<file path="config.mk">
export PLATFORM = sky130hd
export DESIGN_NAME = wb_data_master_if
export DESIGN_NICKNAME = d
export VERILOG_FILES = /design/src/rtl/wb_data_master_if.sv
export SDC_FILE = /design/constraint.sdc
export NUM_CORES = 1
export LEC_CHECK = 0
export CAP_MARGIN = 5
export CORE_ASPECT_RATIO = 1.25
export CORE_UTILIZATION = 43
export CTS_BUF_LIST = sky130_fd_sc_hd__clkbuf_4 sky130_fd_sc_hd__clkbuf_8 sky130_fd_sc_hd__clkbuf_16
export CTS_CLUSTER_DIAMETER = 120
export CTS_CLUSTER_SIZE = 25
export DETAILED_ROUTE_END_ITERATION = 10
export PLACE_DENSITY = 0.82
export SYNTH_ARGS = -nofsm -noshare
export SYNTH_HDL_FRONTEND = slang
export SYNTH_SLANG_ARGS = --single-unit
</file>
<file path="constraint.sdc">
create_clock -name wb_clk_i -period 2.3 [get_ports wb_clk_i]
set_input_delay 0.345 -clock wb_clk_i [delete_from_list [all_inputs] [get_ports wb_clk_i]]
set_output_delay 0.345 -clock wb_clk_i [all_outputs]
set_load 0.02 [all_outputs]
</file>
<file path="src/rtl/wb_data_master_if.sv">
// Wishbone classic master bridging the CPU MEM-stage load/store port to the
// data-side bus. One CPU request becomes one registered bus cycle; the
// pipeline is held via stallreq_o until the cycle acks, times out or is
// flushed. Load data is parked in rd_buf while the pipeline is stalled by
// some other source, so the CPU can still pick it up afterwards.
module wb_data_master_if #(
    parameter int TIMEOUT_CYCLES = 255,
    parameter int TO_WIDTH       = 8
) (
    input  logic        wb_clk_i,
    input  logic        wb_rst_i,

    // CPU MEM-stage side
    input  logic        cpu_ce_i,
    input  logic        cpu_we_i,
    input  logic [31:0] cpu_addr_i,
    input  logic [3:0]  cpu_sel_i,
    input  logic [31:0] cpu_data_i,
    output logic [31:0] cpu_data_o,

    // Pipeline control
    input  logic        stall_i,
    input  logic        flush_i,
    output logic        stallreq_o,
    output logic        err_o,

    // Wishbone master side
    output logic [31:0] wb_adr_o,
    output logic [31:0] wb_dat_o,
    output logic [3:0]  wb_sel_o,
    output logic        wb_we_o,
    output logic        wb_stb_o,
    output logic        wb_cyc_o,
    input  logic [31:0] wb_dat_i,
    input  logic        wb_ack_i
);

    typedef enum logic [1:0] {
        IDLE       = 2'd0,
        BUSY       = 2'd1,
        WAIT_STALL = 2'd2
    } state_t;

    state_t              state_reg;
    logic [TO_WIDTH-1:0] count_reg;
    logic [31:0]         rd_buf_reg;

    // A new request is only taken when it is not being flushed away.
    logic start_req;
    assign start_req = cpu_ce_i & ~flush_i;

    // Timeout detection; a zero TIMEOUT_CYCLES removes the watchdog entirely
    // so a slow slave may hold the bus indefinitely.
    logic timeout_hit;
    generate
        if (TIMEOUT_CYCLES == 0) begin : g_no_timeout
            assign timeout_hit = 1'b0;
        end else begin : g_timeout
            localparam logic [TO_WIDTH-1:0] COUNT_LAST = TO_WIDTH'(TIMEOUT_CYCLES - 1);
            assign timeout_hit = (count_reg == COUNT_LAST);
        end
    endgenerate

    // Control FSM: launches the bus cycle, holds it stable, and retires it
    // on flush, ack or timeout (in that priority order).
    always_ff @(posedge wb_clk_i or negedge wb_rst_i) begin
        if (!wb_rst_i) begin
            state_reg  <= IDLE;
            count_reg  <= '0;
            rd_buf_reg <= '0;
            err_o      <= 1'b0;
            wb_adr_o   <= '0;
            wb_dat_o   <= '0;
            wb_sel_o   <= '0;
            wb_we_o    <= 1'b0;
            wb_stb_o   <= 1'b0;
            wb_cyc_o   <= 1'b0;
        end else begin
            // err_o is a single-cycle pulse; only the timeout branch raises it.
            err_o <= 1'b0;
            case (state_reg)
                IDLE: begin
                    if (start_req) begin
                        wb_cyc_o   <= 1'b1;
                        wb_stb_o   <= 1'b1;
                        wb_adr_o   <= cpu_addr_i;
                        wb_dat_o   <= cpu_data_i;
                        wb_sel_o   <= cpu_sel_i;
                        wb_we_o    <= cpu_we_i;
                        count_reg  <= '0;
                        rd_buf_reg <= '0;
                        state_reg  <= BUSY;
                    end
                end

                BUSY: begin
                    if (flush_i) begin
                        // Abandon the cycle; a write acked right now is
                        // already committed at the slave, nothing to undo.
                        wb_cyc_o  <= 1'b0;
                        wb_stb_o  <= 1'b0;
                        wb_adr_o  <= '0;
                        wb_dat_o  <= '0;
                        wb_sel_o  <= '0;
                        wb_we_o   <= 1'b0;
                        state_reg <= IDLE;
                    end else if (wb_ack_i) begin
                        wb_cyc_o  <= 1'b0;
                        wb_stb_o  <= 1'b0;
                        wb_adr_o  <= '0;
                        wb_dat_o  <= '0;
                        wb_sel_o  <= '0;
                        wb_we_o   <= 1'b0;
                        if (!wb_we_o) begin
                            rd_buf_reg <= wb_dat_i;
                        end
                        state_reg <= stall_i ? WAIT_STALL : IDLE;
                    end else if (timeout_hit) begin
                        wb_cyc_o   <= 1'b0;
                        wb_stb_o   <= 1'b0;
                        wb_adr_o   <= '0;
                        wb_dat_o   <= '0;
                        wb_sel_o   <= '0;
                        wb_we_o    <= 1'b0;
                        err_o      <= 1'b1;
                        rd_buf_reg <= '0;
                        state_reg  <= stall_i ? WAIT_STALL : IDLE;
                    end else begin
                        // Bus outputs simply hold; only the watchdog advances.
                        count_reg <= count_reg + 1'b1;
                    end
                end

                WAIT_STALL: begin
                    // No new request here: the CPU has already consumed the
                    // stall release and must re-present after IDLE.
                    if (!stall_i || flush_i) begin
                        state_reg <= IDLE;
                    end
                end

                default: begin
                    state_reg <= IDLE;
                end
            endcase
        end
    end

    // Pipeline-facing decode: stall while a request is pending or in flight,
    // and forward load data on the ack cycle or from the parking buffer.
    always_comb begin
        stallreq_o = 1'b0;
        cpu_data_o = '0;
        case (state_reg)
            IDLE: begin
                stallreq_o = start_req;
            end
            BUSY: begin
                if (flush_i) begin
                    stallreq_o = 1'b0;
                end else if (wb_ack_i) begin
                    stallreq_o = 1'b0;
                    cpu_data_o = wb_we_o ? 32'd0 : wb_dat_i;
                end else if (timeout_hit) begin
                    stallreq_o = 1'b0;
                end else begin
                    stallreq_o = 1'b1;
                end
            end
            WAIT_STALL: begin
                cpu_data_o = rd_buf_reg;
            end
            default: begin
                stallreq_o = 1'b0;
                cpu_data_o = '0;
            end
        endcase
    end

endmodule

</file>
==> flow_metrics.tcl <==
set metrics [dict create \
    syn_avg_cell_area_um2 9.61 \
    p_per_area_nw_per_um2 1270 \
    synth_top_family_by_area "compound AO/OA/AOI/OAI gates" \
    rows 44 \
    fmax_ghz 0.438 \
    drt_wl_total_mm 15.4 \
    whs_ps -3.78 \
    dieArea_um2 12600 \
    async_flop_share_pct 100 \
    synth_edf_count 0 \
    cts_inserted_buffers 17 \
    required_ps 1960 \
    ios 212 \
    grt_antenna_before_repair 0 \
    vias_per_cell 5.34 \
    wire_per_inst_um 16.5 \
    yosys_warnings 0 \
    worstPathArrival_ps 1940 \
    grt_pass1_vias 5137 \
    drv_cap 0 \
    grt_usage_pct 25.2 \
    cts_root_buf "clkbuf_16" \
    firstDrtPassIters 5 \
    yosys.area.top_type "dfrtp_1" \
    synth_fp_nets 654 \
    die_w_um 100 \
    peakVddDrop_mv 0.982 \
    worstSkewPairLatency_ps 400 \
    finalCritPeriodShare_pct 99.2 \
    ys_seq_elements 113 \
    r2r_slack_ps 230 \
    crit_path_end_kind "output port" \
    cp_max_fo 3 \
    io_buffers 211 \
    area_delta_synth_final_pct 56.0 \
    seq_area_frac_synth_pct 54.3 \
    syn_inst 542 \
    grt_overflow 0 \
    leakage_nw 3.53 \
    slew_violations 0 \
    synth_compound_area_share_pct 19.2 \
    slowest_stage "dfrtp_1" \
    synthAdderAreaFrac_pct 1.20 \
    p_total_mw 10.3 \
    drive_gt1_share_pct 13.5 \
    hold_violations 2 \
    htreeDepth 4 \
    synth_area_leaders "dfrtp_1 54%, nand3_1 7.1%, o21ai_0 6.3%, a22o_1 5.4%, inv_1 5.3%" \
    synth-main-ff-cell "dfrtp_1" \
    placed_cell_area_um2 7610 \
    synth.mux.area_fraction_pct 1.06 \
    initial_utilization_pct 44.4 \
    slew_headroom_pct 52.9 \
    critPathTopFamily "flip-flops" \
    cp_cell_sequence "ha_1 > and3_1 > a21oi_2 > nand2_1 > a21oi_1 > clkdlybuf4s15_2" \
    yosys.area_share.simple_pct 15.1 \
    grt_max_degree 72 \
    synth_most_common_cell "dfrtp_1" \
    min_period_ps 2280 \
    cp-start-kind "flop" \
    finish.net_count 868 \
    synth.distinct_cells 39 \
    setup_violations 0 \
    hold_class "in -> async" \
    drt-initial-drc-count 251 \
    outcome "complete, but fails checks" \
    synthXorXnorAreaFrac_pct 0.168 \
    slowest_delay_ps 380 \
    vias 4965 \
    critPathKind "reg -> out" \
    place_hpwl_mm 10.3 \
    ctsLongestPathBuffers 2 \
    syn_area_um2 5210 \
    clkTransAtPathRegs_ps 50 \
    violations "negative hold slack" \
    cts_tree "done" \
    synth.top_cell.area_share_pct 54.3 \
    path_buf_inv 1 \
    fin_skew_ps 11.6 \
    yosys-top-cells-count "113 x dfrtp_1, 74 x nand3_1, 73 x inv_1" \
    gp_congestion 0.838 \
    fin_area_um2 8130 \
    diodes 0 \
    clock_sinks 113 \
    tightest_slew_ps 706 \
    grt_pass1_wl_mm 25.2 \
    remaining_drc_errors 0 \
    ant_nets 0 \
    core_area_um2 11700 \
    die_h_um 125 \
]
==> per-layer routing <==
metal	vias to the layer above	GRT usage [%]	part of all wire, %
met4	0	9.29	2.4
met5	-	0	0
met1	2407	30.5	39
li1	2292	-	-
met3	32	7.94	8.5
met2	234	41.9	50
==> report_power, final <==
| group | internal (mW) | leakage [nW] | switching, mW |
|---|---|---|---|
| Combinational | 2.05 | 1.76 | 2.47 |
| Clock | 1.77 | 0.288 | 0.880 |
| Sequential | 2.74 | 1.48 | 0.430 |
| Total | 6.56 | 3.53 | 3.78 |
==> cell type report <==
type | instances | area, um^2
Clock buffer | 21 | 468
Clock inverter | 10 | 135
Fill cell | 876 | 3600
Inverter | 74 | 278
Multi-Input combinational cell | 313 | 1970
Sequential cell | 113 | 2830
Tap cell | 161 | 201
Timing Repair Buffer | 237 | 2250
==> stage by stage <==
| stage | setup slack, ps | setup TNS (ps) | utilization [%] | std cells | hold WS, ps |
|---|---|---|---|---|---|
| floorplan | 188 | 0 | - | 542 | 49.4 |
| global placement | -195 | -4790 | 64.9 | 895 | 429 |
| detailed placement | -248 | -6200 | 64.9 | 895 | 434 |
| CTS | 0.548 | 0 | 69.8 | 929 | 4.02 |
| global route | -49.6 | -50.1 | 69.3 | 929 | 36.9 |
| finish | 18.7 | 0 | 69.3 | 929 | -3.78 |
==> logic make-up after synthesis <==
family	Yosys count
adders and majority gates	5
xor gates and xnor gates	1
and+or+nand+nor	146
AOI/OAI and AO/OA	156
buffers and inverters	116
DFF	113
muxes	5
==> final timing paths <==
path / cells after the start / end / startpoint
min reg2reg: 1 / rd_buf_reg[4]$_DFFE_PN0P_ / rd_buf_reg[4]$_DFFE_PN0P_
min: 1 / rd_buf_reg[0]$_DFFE_PN0P_ / wb_rst_i
max: 6 / stallreq_o / count_reg[1]$_DFFE_PN0P_
max in group asynchronous: 2 / wb_dat_o[0]$_DFFE_PN0P_ / wb_rst_i
min in group wb_clk_i: 1 / rd_buf_reg[4]$_DFFE_PN0P_ / rd_buf_reg[4]$_DFFE_PN0P_
max reg2reg: 7 / rd_buf_reg[19]$_DFFE_PN0P_ / state_reg[0]$_DFFE_PN0P_
==> cell usage in the layout, fill, tap and decap left out, types with 3 or more instances in the layout <==
cell	n
ha_1	3
a21oi_1	6
nand3_1	74
a22o_1	32
dfrtp_1	113
a22oi_1	32
buf_4	22
bufinv_16	3
inv_1	72
nor3_1	5
clkbuf_16	17
nor2_1	4
clkinv_2	3
o21ai_1	12
nor2b_1	33
buf_12	7
buf_2	15
mux2i_1	3
clkbuf_2	14
nand2b_1	3
clkdlybuf4s50_1	177
o21ai_0	66
nand2_1	11
clkinvlp_4	4
==> timing repair <==
item	4_1_cts	5_1_grt
buffers inserted	2	1
hold buffers	0	0
pin swaps	1	1
cloned	1	0
endpoints found under the setup margin	33	58
gates resized for setup	100	31
No activity file was read; power rests on OpenSTA's default activity.
